===== src/rtl/data_sender_multi.sv =====
// Serialises a BYTES*WIDTH word into WIDTH-bit bytes under downstream handshake,
// with an optional header byte and a one-deep pending buffer for back-to-back frames.
module data_sender_multi #(
    parameter int               BYTES     = 5,
    parameter int               WIDTH     = 8,
    parameter int               MSB_FIRST = 0,
    parameter int               HEADER_EN = 0,
    parameter logic [WIDTH-1:0] HEADER    = WIDTH'(8'hAA)
) (
    input  logic                     clk,
    input  logic                     rst,
    input  logic [BYTES*WIDTH-1:0]   dataIn,
    input  logic                     transmissionStart,
    input  logic                     transmissionDone,
    output logic [WIDTH-1:0]         dataOut,
    output logic                     busy,
    output logic                     pendingFull,
    output logic                     frameDone,
    output logic                     overrun
);

    localparam int N     = BYTES + ((HEADER_EN != 0) ? 1 : 0);
    localparam int IDX_W = (N > 1) ? $clog2(N) : 1;
    localparam logic [IDX_W-1:0] LAST = IDX_W'(N - 1);

    typedef enum logic {IDLE, SEND} state_t;

    state_t                 state, nxt_state;
    logic [IDX_W-1:0]       idx, nxt_idx;
    logic [BYTES*WIDTH-1:0] active, nxt_active;
    logic [BYTES*WIDTH-1:0] pending, nxt_pending;
    logic                   nxt_pfull, nxt_frame_done, nxt_overrun;

    function automatic logic [WIDTH-1:0] slot_byte(input logic [BYTES*WIDTH-1:0] word,
                                                   input logic [IDX_W-1:0]       k);
        int d;
        int b;
        if (HEADER_EN != 0 && k == '0)
            return HEADER;
        d = int'(k) - ((HEADER_EN != 0) ? 1 : 0);
        b = (MSB_FIRST != 0) ? (BYTES - 1 - d) : d;
        return word[b*WIDTH +: WIDTH];
    endfunction

    always_comb begin
        nxt_state      = state;
        nxt_idx        = idx;
        nxt_active     = active;
        nxt_pending    = pending;
        nxt_pfull      = pendingFull;
        nxt_frame_done = 1'b0;
        nxt_overrun    = overrun;

        unique case (state)
            IDLE: begin
                if (transmissionStart) begin
                    nxt_active = dataIn;
                    nxt_idx    = '0;
                    nxt_state  = SEND;
                end
            end
            SEND: begin
                if (transmissionDone && idx == LAST) begin
                    // Final acknowledge: promote pending first, then a coincident start
                    // refills whichever register became free.
                    nxt_frame_done = 1'b1;
                    nxt_idx        = '0;
                    if (pendingFull) begin
                        nxt_active = pending;
                        if (transmissionStart)
                            nxt_pending = dataIn;
                        else
                            nxt_pfull = 1'b0;
                    end else if (transmissionStart) begin
                        nxt_active = dataIn;
                    end else begin
                        nxt_state = IDLE;
                    end
                end else begin
                    if (transmissionDone)
                        nxt_idx = idx + 1'b1;
                    if (transmissionStart) begin
                        if (!pendingFull) begin
                            nxt_pending = dataIn;
                            nxt_pfull   = 1'b1;
                        end else begin
                            nxt_overrun = 1'b1;
                        end
                    end
                end
            end
            default: nxt_state = IDLE;
        endcase
    end

    always_ff @(posedge clk or negedge rst) begin
        if (!rst) begin
            state       <= IDLE;
            idx         <= '0;
            active      <= '0;
            pending     <= '0;
            pendingFull <= 1'b0;
            frameDone   <= 1'b0;
            overrun     <= 1'b0;
            busy        <= 1'b0;
            dataOut     <= '0;
        end else begin
            state       <= nxt_state;
            idx         <= nxt_idx;
            active      <= nxt_active;
            pending     <= nxt_pending;
            pendingFull <= nxt_pfull;
            frameDone   <= nxt_frame_done;
            overrun     <= nxt_overrun;
            busy        <= (nxt_state == SEND);
            if (nxt_state == SEND)
                dataOut <= slot_byte(nxt_active, nxt_idx);
        end
    end

endmodule


===== config.mk =====
export PLATFORM = sky130hd
export DESIGN_NAME = data_sender_multi
export DESIGN_NICKNAME = d
export VERILOG_FILES = /design/src/rtl/data_sender_multi.sv
export SDC_FILE = /design/constraint.sdc
export NUM_CORES = 1
export LEC_CHECK = 0
export CAP_MARGIN = 20
export CORE_ASPECT_RATIO = 1.4
export CORE_UTILIZATION = 45
export DETAILED_ROUTE_END_ITERATION = 10
export PLACE_DENSITY = 0.66
export SYNTH_ARGS = -nofsm -noshare
export SYNTH_HDL_FRONTEND = slang
export SYNTH_SLANG_ARGS = --single-unit

===== constraint.sdc =====
create_clock -name clk -period 4.3 [get_ports clk]
set_clock_uncertainty 0.1 [all_clocks]
set_input_delay 1.29 -clock clk [delete_from_list [all_inputs] [get_ports clk]]
set_output_delay 1.29 -clock clk [all_outputs]
set_load 0.05 [all_outputs]

==> summary by stage, run 1 <==
Floorplan
The floorplan step set the die width to around 89 um. The number of rows created at floorplan is 43. The area of the die is 10,900 um2. The core region is approximately 10,000 um2. From bottom edge to top edge, the die measures 123 um. The initial core utilization is around 47%.

The I/O pin total is 56.

Hold path
The worst min-delay path endpoint is overrun$_DFFE_PN0P_. In this run the most critical hold path is launched from overrun$_DFFE_PN0P_. Counting instances, the worst hold path has a depth of 1.

The path type of the worst min-delay path is reg -> reg.

Pwr
The worst-case IR drop observed on VDD is 0.000270 V. In this run, flip-flops and latches consume about 41% of the power. The power density of the placed cells is 675 nW/um2. The combinational power share is 39.4%.

The reported leakage power is between 2 and 2.5 nW. The switching power of the nets is 1.36 mW. The switching fraction of total power is a little over a third. The internal cell power is 2.40 mW. The clock network is responsible for between 10% and 20% of the overall power.

Critical path
The endpoint identified for the worst register-to-register timing path is dataOut[6]$_DFFE_PN0P_. The minimum setup slack among reg-to-reg paths is 1.55 ns. The start of the worst register-to-register path is state$_DFF_PN0_. The standard cell with the maximum stage delay on the critical path is sky130_fd_sc_hd__and2_1.

Of all nets on the critical path, the largest fanout is 18. Counting cells, the worst reg-to-reg path comes to 6. The worst setup path is of the in -> reg kind.

The critical path goes through clkdlybuf4s50_1, mux2i_1, and2_1, or2_1, o211ai_1, nand3_1. Data arrives at the worst endpoint at 3.61 ns. STA classifies the critical path startpoint as an input pin. The worst setup path is captured at a flop. The largest single stage delay on the critical path is 0.63 ns. Data on the critical path is required at its endpoint by 4.48 ns.

Logic synthesis
The multiplexer share of the synthesized area is 16.5%. Counting distinct cell types in the post-synthesis netlist gives 39. The share of synthesized cell area in full adder, half adder and majority cells is 0.528%.

The simple-gate share of the synthesized area is 6.66%. Counting every net in the synthesized netlist gives 442. Sequential elements use 50.2% of the synthesized area. Counting flops and latches in the post-synthesis netlist gives 95.

The number of enable-type register cells in the synthesized netlist is 0. The most used flip-flop cell after synthesis is sky130_fd_sc_hd__dfrtp_1. The post-synthesis average cell area is between 10 and 15 um2.

Summing the areas of all compound-gate instances in the mapped netlist gives 21.1% of the synthesized area. For this run, the number of Yosys warnings is 0. The leading area contributor after synthesis is sky130_fd_sc_hd__dfrtp_1.

By area, the combinational part of the netlist is dominated by compound AO/OA/AOI/OAI gates. The top cell type by area accounts for between 50% and 60% of the synthesized area. The mapped netlist covers about 4700 um2.

The async set-or-reset flop fraction in the synthesized netlist is 100%. Synthesis produced a netlist whose cell count is just under 400. By area the synthesized netlist is led by sky130_fd_sc_hd__dfrtp_1 (50%), sky130_fd_sc_hd__mux2_2 (9.5%), sky130_fd_sc_hd__mux2i_1 (7.0%). The xor/xnor share of the synthesized area is 0%.

Timing
The shortest period the worst path allows is 3.43 ns. For the pin with the worst max-slew slack, the measured transition is 0.722 ns. The timing-limited maximum frequency is around 290 MHz. In the finished design, the share of the clock period the worst path needs comes to 79.7%.

The worst pin sits at a relative slew slack of about half. The count of endpoints failing setup in the final report is 0. The count of final max-slew check failures is 0.

Setup repair after global routing left no endpoint under its margin. Summed over all failing endpoints, the final setup total negative slack is 0 ns. The count of final hold-check violations is 0.

Place
The weighted congestion at the end of routability-driven global placement is 0.827. The number of buffers added on ports is 55. The estimated wirelength of the detail-placed design is 7.77 mm. The placed instances occupy a cell area of 5310 um2.

Clock tree
The post-CTS resize count is 0. The H-tree was split into 3 levels. Clock-pin slew was measured on the worst setup and hold paths at 0.06 ns. In this run the deepest clock path goes through 2 buffers. The later pin in the worst-skew pair is clocked with a latency of between 0.3 and 0.4 ns. The cell chosen for the clock root is sky130_fd_sc_hd__clkbuf_16.

The number of post-CTS setup repair buffers is 0. In this run, post-CTS hold repair placed 0 buffers. TritonCTS built the clock tree. Clock tree synthesis found a total of 95 sinks. The total CTS buffers is 9.

Route
The final layout contains routed wiring with a total length of 11.7 mm. Dividing the detail-routed via count by the number of cells gives 6.20. The number of antenna-violating nets in the routed design is 0. The detailed-router iteration count before antenna repair is 5. The initial DRC count is 276.

In the routed design, unresolved DRC markers number 0. Dividing the detail-routed wire length by the instance count gives 20.5 um. The total via count after detailed routing is between 3k and 4k.

Global route
The all-layer global routing usage is 23.0%. The initial antenna violation count was 0. Entering global routing, the biggest net connects 56 pins.

Global routing finished with a remaining overflow of 0. The wire length of the first global-routing pass is around 19 mm. The number of global-route vias before repair is 3,557.

Layout
The final design instance area without fill is between 5000 and 6000 um2. The area growth from synthesis to layout is 17.7%. The final design utilization is between 50 and 60%.

After the last flow step, the layout net total stands at 479. The number of antenna diodes in the final layout is 0. The share of post-route cells with drive strength above 1 is 17.2%.

Outcome
The run finished with clean final reports.

Job
The count of max-cap constraint violations is 0.
## how the worst max path moves through the flow
stage	start	slack [ns]	endpoint	cells after the start
global route	transmissionDone	0.65	dataOut[4]$_DFFE_PN0P_	6
CTS	transmissionDone	0.92	dataOut[6]$_DFFE_PN0P_	6
finish	transmissionDone	0.87	dataOut[6]$_DFFE_PN0P_	6
global placement	transmissionDone	0.69	dataOut[5]$_DFFE_PN0P_	6
detailed placement	transmissionDone	0.56	dataOut[6]$_DFFE_PN0P_	6
floorplan	transmissionDone	1.54	dataOut[4]$_DFFE_PN0P_	9
## flip-flops by register name (all words and copies together), names as in the netlist
signal,cells
frameDone,1
pending,40
idx,3
active,40
overrun,1
dataOut,8
state,1
pendingFull,1
## Yosys cell counts (2+ instances only)
cell type / instances
sky130_fd_sc_hd__nand3_1: 9
sky130_fd_sc_hd__o221ai_1: 24
sky130_fd_sc_hd__o211ai_1: 16
sky130_fd_sc_hd__buf_2: 18
sky130_fd_sc_hd__nand2b_1: 9
sky130_fd_sc_hd__a32oi_1: 16
sky130_fd_sc_hd__nand2_1: 4
sky130_fd_sc_hd__mux2_2: 40
sky130_fd_sc_hd__inv_1: 4
sky130_fd_sc_hd__and2_1: 9
sky130_fd_sc_hd__and4b_1: 2
sky130_fd_sc_hd__buf_6: 6
sky130_fd_sc_hd__mux2i_1: 33
sky130_fd_sc_hd__nand4_1: 2
sky130_fd_sc_hd__o22ai_1: 24
sky130_fd_sc_hd__ha_1: 2
sky130_fd_sc_hd__clkbuf_1: 14
sky130_fd_sc_hd__a22oi_1: 32
sky130_fd_sc_hd__dfrtp_1: 95
sky130_fd_sc_hd__o21ai_0: 18
## worst max-delay path, delay by kind of cell
| family | cells | cell delay, ns |
|---|---|---|
| simple gates | 3 | 1.28 |
| buf+inv | 1 | 0.57 |
| mux | 1 | 0.25 |
| compound gates | 1 | 0.20 |
## per-stage QoR
stage          hold WS [ns]  instances  total power, mW  setup slack [ns]
2_1_floorplan         0.380        396             2.63              1.54
3_3_place_gp          0.375        557             2.99             0.686
3_5_place_dp          0.368        557             3.06             0.565
4_1_cts               0.397        572             3.78             0.922
5_1_grt               0.411        572             3.97             0.653
6_report              0.389        572             3.76             0.873
## cell families after synthesis
group / Yosys count
compound gates: 135
fa+ha+maj: 2
buf+inv: 45
flops: 95
mux: 73
simple gates: 46
## final cells by class
cell class | instances | area, um2
Clock buffer | 10 | 229
Timing Repair Buffer | 66 | 626
Multi-Input combinational cell | 256 | 2120
Fill cell | 899 | 4490
Tap cell | 135 | 169
Clock inverter | 5 | 36.3
Sequential cell | 95 | 2380
Inverter | 5 | 18.8
## power groups by stage
stage          registers [mW]  clock network [mW]  logic, mW
6_report                 1.56               0.719       1.48
5_1_grt                  1.60               0.773       1.60
4_1_cts                  1.55               0.733       1.49
3_5_place_dp             1.57                   0       1.49
3_3_place_gp             1.55                   0       1.44
2_1_floorplan            1.63                   0       1.01
## cell usage in the layout, fill, tap and decap left out, types with 3 or more instances in the layout
| cell type | instances |
|---|---|
| sky130_fd_sc_hd__clkbuf_16 | 9 |
| sky130_fd_sc_hd__o211ai_1 | 16 |
| sky130_fd_sc_hd__and2_1 | 9 |
| sky130_fd_sc_hd__nand2b_1 | 9 |
| sky130_fd_sc_hd__o22ai_1 | 24 |
| sky130_fd_sc_hd__o21ai_0 | 18 |
| sky130_fd_sc_hd__clkdlybuf4s50_1 | 53 |
| sky130_fd_sc_hd__nand2_1 | 4 |
| sky130_fd_sc_hd__a22oi_1 | 32 |
| sky130_fd_sc_hd__o221ai_1 | 24 |
| sky130_fd_sc_hd__nand3_1 | 9 |
| sky130_fd_sc_hd__mux2_2 | 40 |
| sky130_fd_sc_hd__a32oi_1 | 16 |
| sky130_fd_sc_hd__dfrtp_1 | 95 |
| sky130_fd_sc_hd__clkinvlp_4 | 3 |
| sky130_fd_sc_hd__inv_1 | 4 |
| sky130_fd_sc_hd__mux2i_1 | 33 |
| sky130_fd_sc_hd__buf_4 | 12 |
## routing by layer
layer | global-route usage [%] | routed length [um] | vias up
li1 | - | - | 1633
met1 | 30.9 | 5020 | 1810
met2 | 37.8 | 5980 | 88
met3 | 3.74 | 488 | 18
met4 | 7.66 | 238 | 0
met5 | 0 | 0 | -
Power figures use the tool's default switching activity.
==> run 2, diff against run 1 <==
- PLACE_DENSITY: 0.66 -> 0.69
- clock period: 4.3 -> 2.9 ns (I/O delays scaled with it)
==> run 2 against run 1 <==
Against the previous run: combinational power grew 55%; critical path depth shrank 5; hold slack lost 0.033 ns; final cell count grew 3.3%; count of clock-buffer cells in the layout is the same; wire length grew 3.0%; global-route usage grew 0.63 points; first-iteration DRC count shrank 17%; setup slack lost 0.67 ns; sequential power grew 49%; largest cell class unchanged.
==> summary by stage, run 2 (synthesis results as in run 1) <==
Critical path
The standard cell with the maximum stage delay on the critical path is sky130_fd_sc_hd__clkdlybuf4s50_1 (was sky130_fd_sc_hd__and2_1). The type of the setup path with the least slack is reg -> out (was in -> reg). The kind of launch point of the worst setup path is a flop (was input pin).

The data arrival time of the critical path was 1.72 ns (was 3.61 ns). The critical path's top delay family is buffers and inverters (was simple AND/OR/NAND/NOR gates). The number of buffer and inverter stages on the critical path is 1 (unchanged). Series of cell instances along the critical path: clkdlybuf4s50_1 (was clkdlybuf4s50_1, mux2i_1, and2_1, or2_1, o211ai_1, nand3_1).

The type of destination of the critical path is a primary output (was flop). The top fanout value on the critical path was 8 (was 18). The critical path data required time is 1.93 ns (was 4.48 ns).

The critical path's largest stage delay is 0.86 ns (was 0.63 ns).

Pwr
The maximum ir drop on the vdd rail is 0.000449 V (was 0.000270 V). The sequential fraction of design power came to 39.7% (was 41.4%). The combinational power share is 39.2% (was 39.4%). The clock group share of total power is 21.1% (was 19.1%). The switching power of the nets is 2.10 mW (was 1.36 mW). The switching fraction of total power is 35.9% (was 36.2%). The total power of the final layout is 5.85 mW (was 3.76 mW). The internal cell power was 3.75 mW (was 2.40 mW). The reported leakage power came to 2.45 nW (was 2.31 nW). The power density of the placed cells is 1000 nW/um2 (was 675 nW/um2).

Clock tree
The clock transition at the registers of the reported paths was 0.07 ns (was 0.06 ns). The number of post-CTS setup repair buffers is 0 (unchanged). The cell chosen for the clock root is sky130_fd_sc_hd__clkbuf_16 (unchanged).

The clock network latency to the later pin of the worst-skew pair is 0.35 ns (was 0.34 ns). The maximum count of clock buffers along a single path is 2 (unchanged). The total number of H-tree levels is 3 (unchanged).

The total CTS buffers is 9 (unchanged). The number of buffers inserted by hold repair at cts is 0 (unchanged). The post-CTS resize count is 0 (unchanged).

The clock tree from TritonCTS is built (unchanged). The number of sinks driven by the clock tree is 95 (unchanged).

Timing
The shortest period the worst path allows is 2.69 ns. The pin slew with the least headroom to its limit was 0.539 ns (was 0.722 ns). The relative max-transition margin was 64.1% (was 51.8%).

For this run, the top clock speed supported by timing is ~370 MHz. The post-route worst setup slack is 0.205 ns (was 0.873 ns). The count of final max-slew check failures is 0 (unchanged). The count of final hold-check violations is 0 (unchanged). The count of endpoints failing setup in the final report came to 0 (unchanged).

Unrepaired setup endpoints after global routing: no (unchanged). The part of the cycle the worst path needs is 92.9%.

Route
The count of unresolved DRC violations after routing is 0 (unchanged). The number of antenna-violating nets in the routed design is 0 (unchanged). The detailed-router iteration count before antenna repair is 5 (unchanged).

The initial DRC count is 229 (was 276). The routed length per instance came to 20.5 um (about the same). The total via count after detailed routing came to 3,677 (was 3,549). The average vias per placed instance is 6.22 (was 6.20). The total wire length came to 12.1 mm (was 11.7 mm).

Hold path
The path type of the worst min-delay path is in -> async (was reg -> reg).

Layout
The share of post-route cells with drive strength above 1 came to 20.8% (was 17.2%). The count of inserted antenna diode cells was 0 (unchanged). The synthesis-to-finish area growth came to 23.2% (was 17.7%). The number of nets in the layout is 497 (was 479). Most frequent cells in the layout: sky130_fd_sc_hd__dfrtp_1 (95), sky130_fd_sc_hd__clkdlybuf4s50_1 (52), sky130_fd_sc_hd__mux2_2 (40) (was sky130_fd_sc_hd__dfrtp_1 (95), sky130_fd_sc_hd__clkdlybuf4s50_1 (53), sky130_fd_sc_hd__mux2_2 (40)).

Largest regs: active (40), pending (40), dataOut (8) (unchanged). The most common cell after layout, fill and taps aside is sky130_fd_sc_hd__dfrtp_1 (unchanged).

Global route
The wire length of the first global-routing pass came to 19.2 mm (was 18.8 mm). The initial antenna violation count is 0 (unchanged). The number of global-route vias before repair is 3,703 (was 3,557). The sum of overflow across all layers after global routing is 0 (unchanged). The all-layer global routing usage is 23.7% (was 23.0%).

The pin count of the biggest net entering global routing is 40 (was 56).

Floorplan
The initial core utilization was 47.1% (unchanged). The number of rows created at floorplan came to 43 (unchanged). The vertical die dimension is 123 um (unchanged). The area of the die is 10,900 um2 (unchanged). The overall die width is 88.7 um (unchanged).

The core area is 10,100 um2 (unchanged). The I/O pin total is 56 (unchanged).

Place
The weighted congestion at the end of routability-driven global placement is 0.849 (was 0.827). The number of buffers added on ports is 55 (unchanged). The worst setup slack after placement is -0.0505 ns (was 0.565 ns). The estimated wirelength of the detail-placed design came to 8.47 mm (was 7.77 mm).

Outcome
Status: finished, final reports clean (unchanged).

Job
The count of max-cap constraint violations was 0 (unchanged).
[run 2: stage by stage]
step | setup TNS, ns | cells | utilization (%) | cell area, um2 | hold WS, ns
floorplan | 0 | 396 | - | 4740 | 0.380
global placement | -0.468 | 575 | 55.0 | 5530 | 0.387
detailed placement | -1.25 | 575 | 55.0 | 5530 | 0.394
CTS | 0 | 591 | 58.0 | 5840 | 0.363
global route | 0 | 591 | 58.0 | 5840 | 0.383
finish | 0 | 591 | 58.0 | 5840 | 0.356
[run 2: area by class of cell]
type | count | area, um2
tap | 135 | 169
sequential | 95 | 2380
multi-input combinational | 256 | 2120
clock inverter | 6 | 77.6
clock buffer | 10 | 229
inverter | 5 | 18.8
timing repair buffer | 84 | 846
fill | 858 | 4230
[run 2: power groups by stage]
stage               combinational, mW  clock (mW)  sequential (mW)
floorplan                        1.49           0             2.41
global placement                 2.23           0             2.29
detailed placement               2.29           0             2.33
CTS                              2.30        1.25             2.31
global route                     2.48        1.31             2.39
finish                           2.29        1.23             2.32
[run 2: metal layers]
layer | GRT usage, % | vias up | part of all wire [%]
met4 | 8.87 | 0 | 2.3
met3 | 4.01 | 19 | 3.9
met5 | 0 | - | 0
met1 | 30.1 | 1868 | 42
met2 | 40.0 | 115 | 52
li1 | - | 1675 | -
[run 2: worst paths after layout]
| check | from | to | slack, ns | depth (start not counted) |
|---|---|---|---|---|
| hold / removal | rst | pending[25]$_DFFE_PN0P_ | 0.36 | 1 |
| hold reg to reg | pending[7]$_DFFE_PN0P_ | pending[7]$_DFFE_PN0P_ | 0.41 | 1 |
| setup / recovery | pendingFull$_DFFE_PN0P_ | pendingFull | 0.21 | 1 |
| max in group asynchronous | rst | pending[7]$_DFFE_PN0P_ | 1.64 | 2 |
| setup reg to reg | idx[0]$_DFF_PN0_ | dataOut[4]$_DFFE_PN0P_ | 0.68 | 9 |
| min in group clk | pending[7]$_DFFE_PN0P_ | pending[7]$_DFFE_PN0P_ | 0.41 | 1 |
==> run 3, diff against run 2 <==
- CAP_MARGIN: 20 -> default
==> results of run 3 <==
Final layout, timing and power as in run 2 (identical DEF).
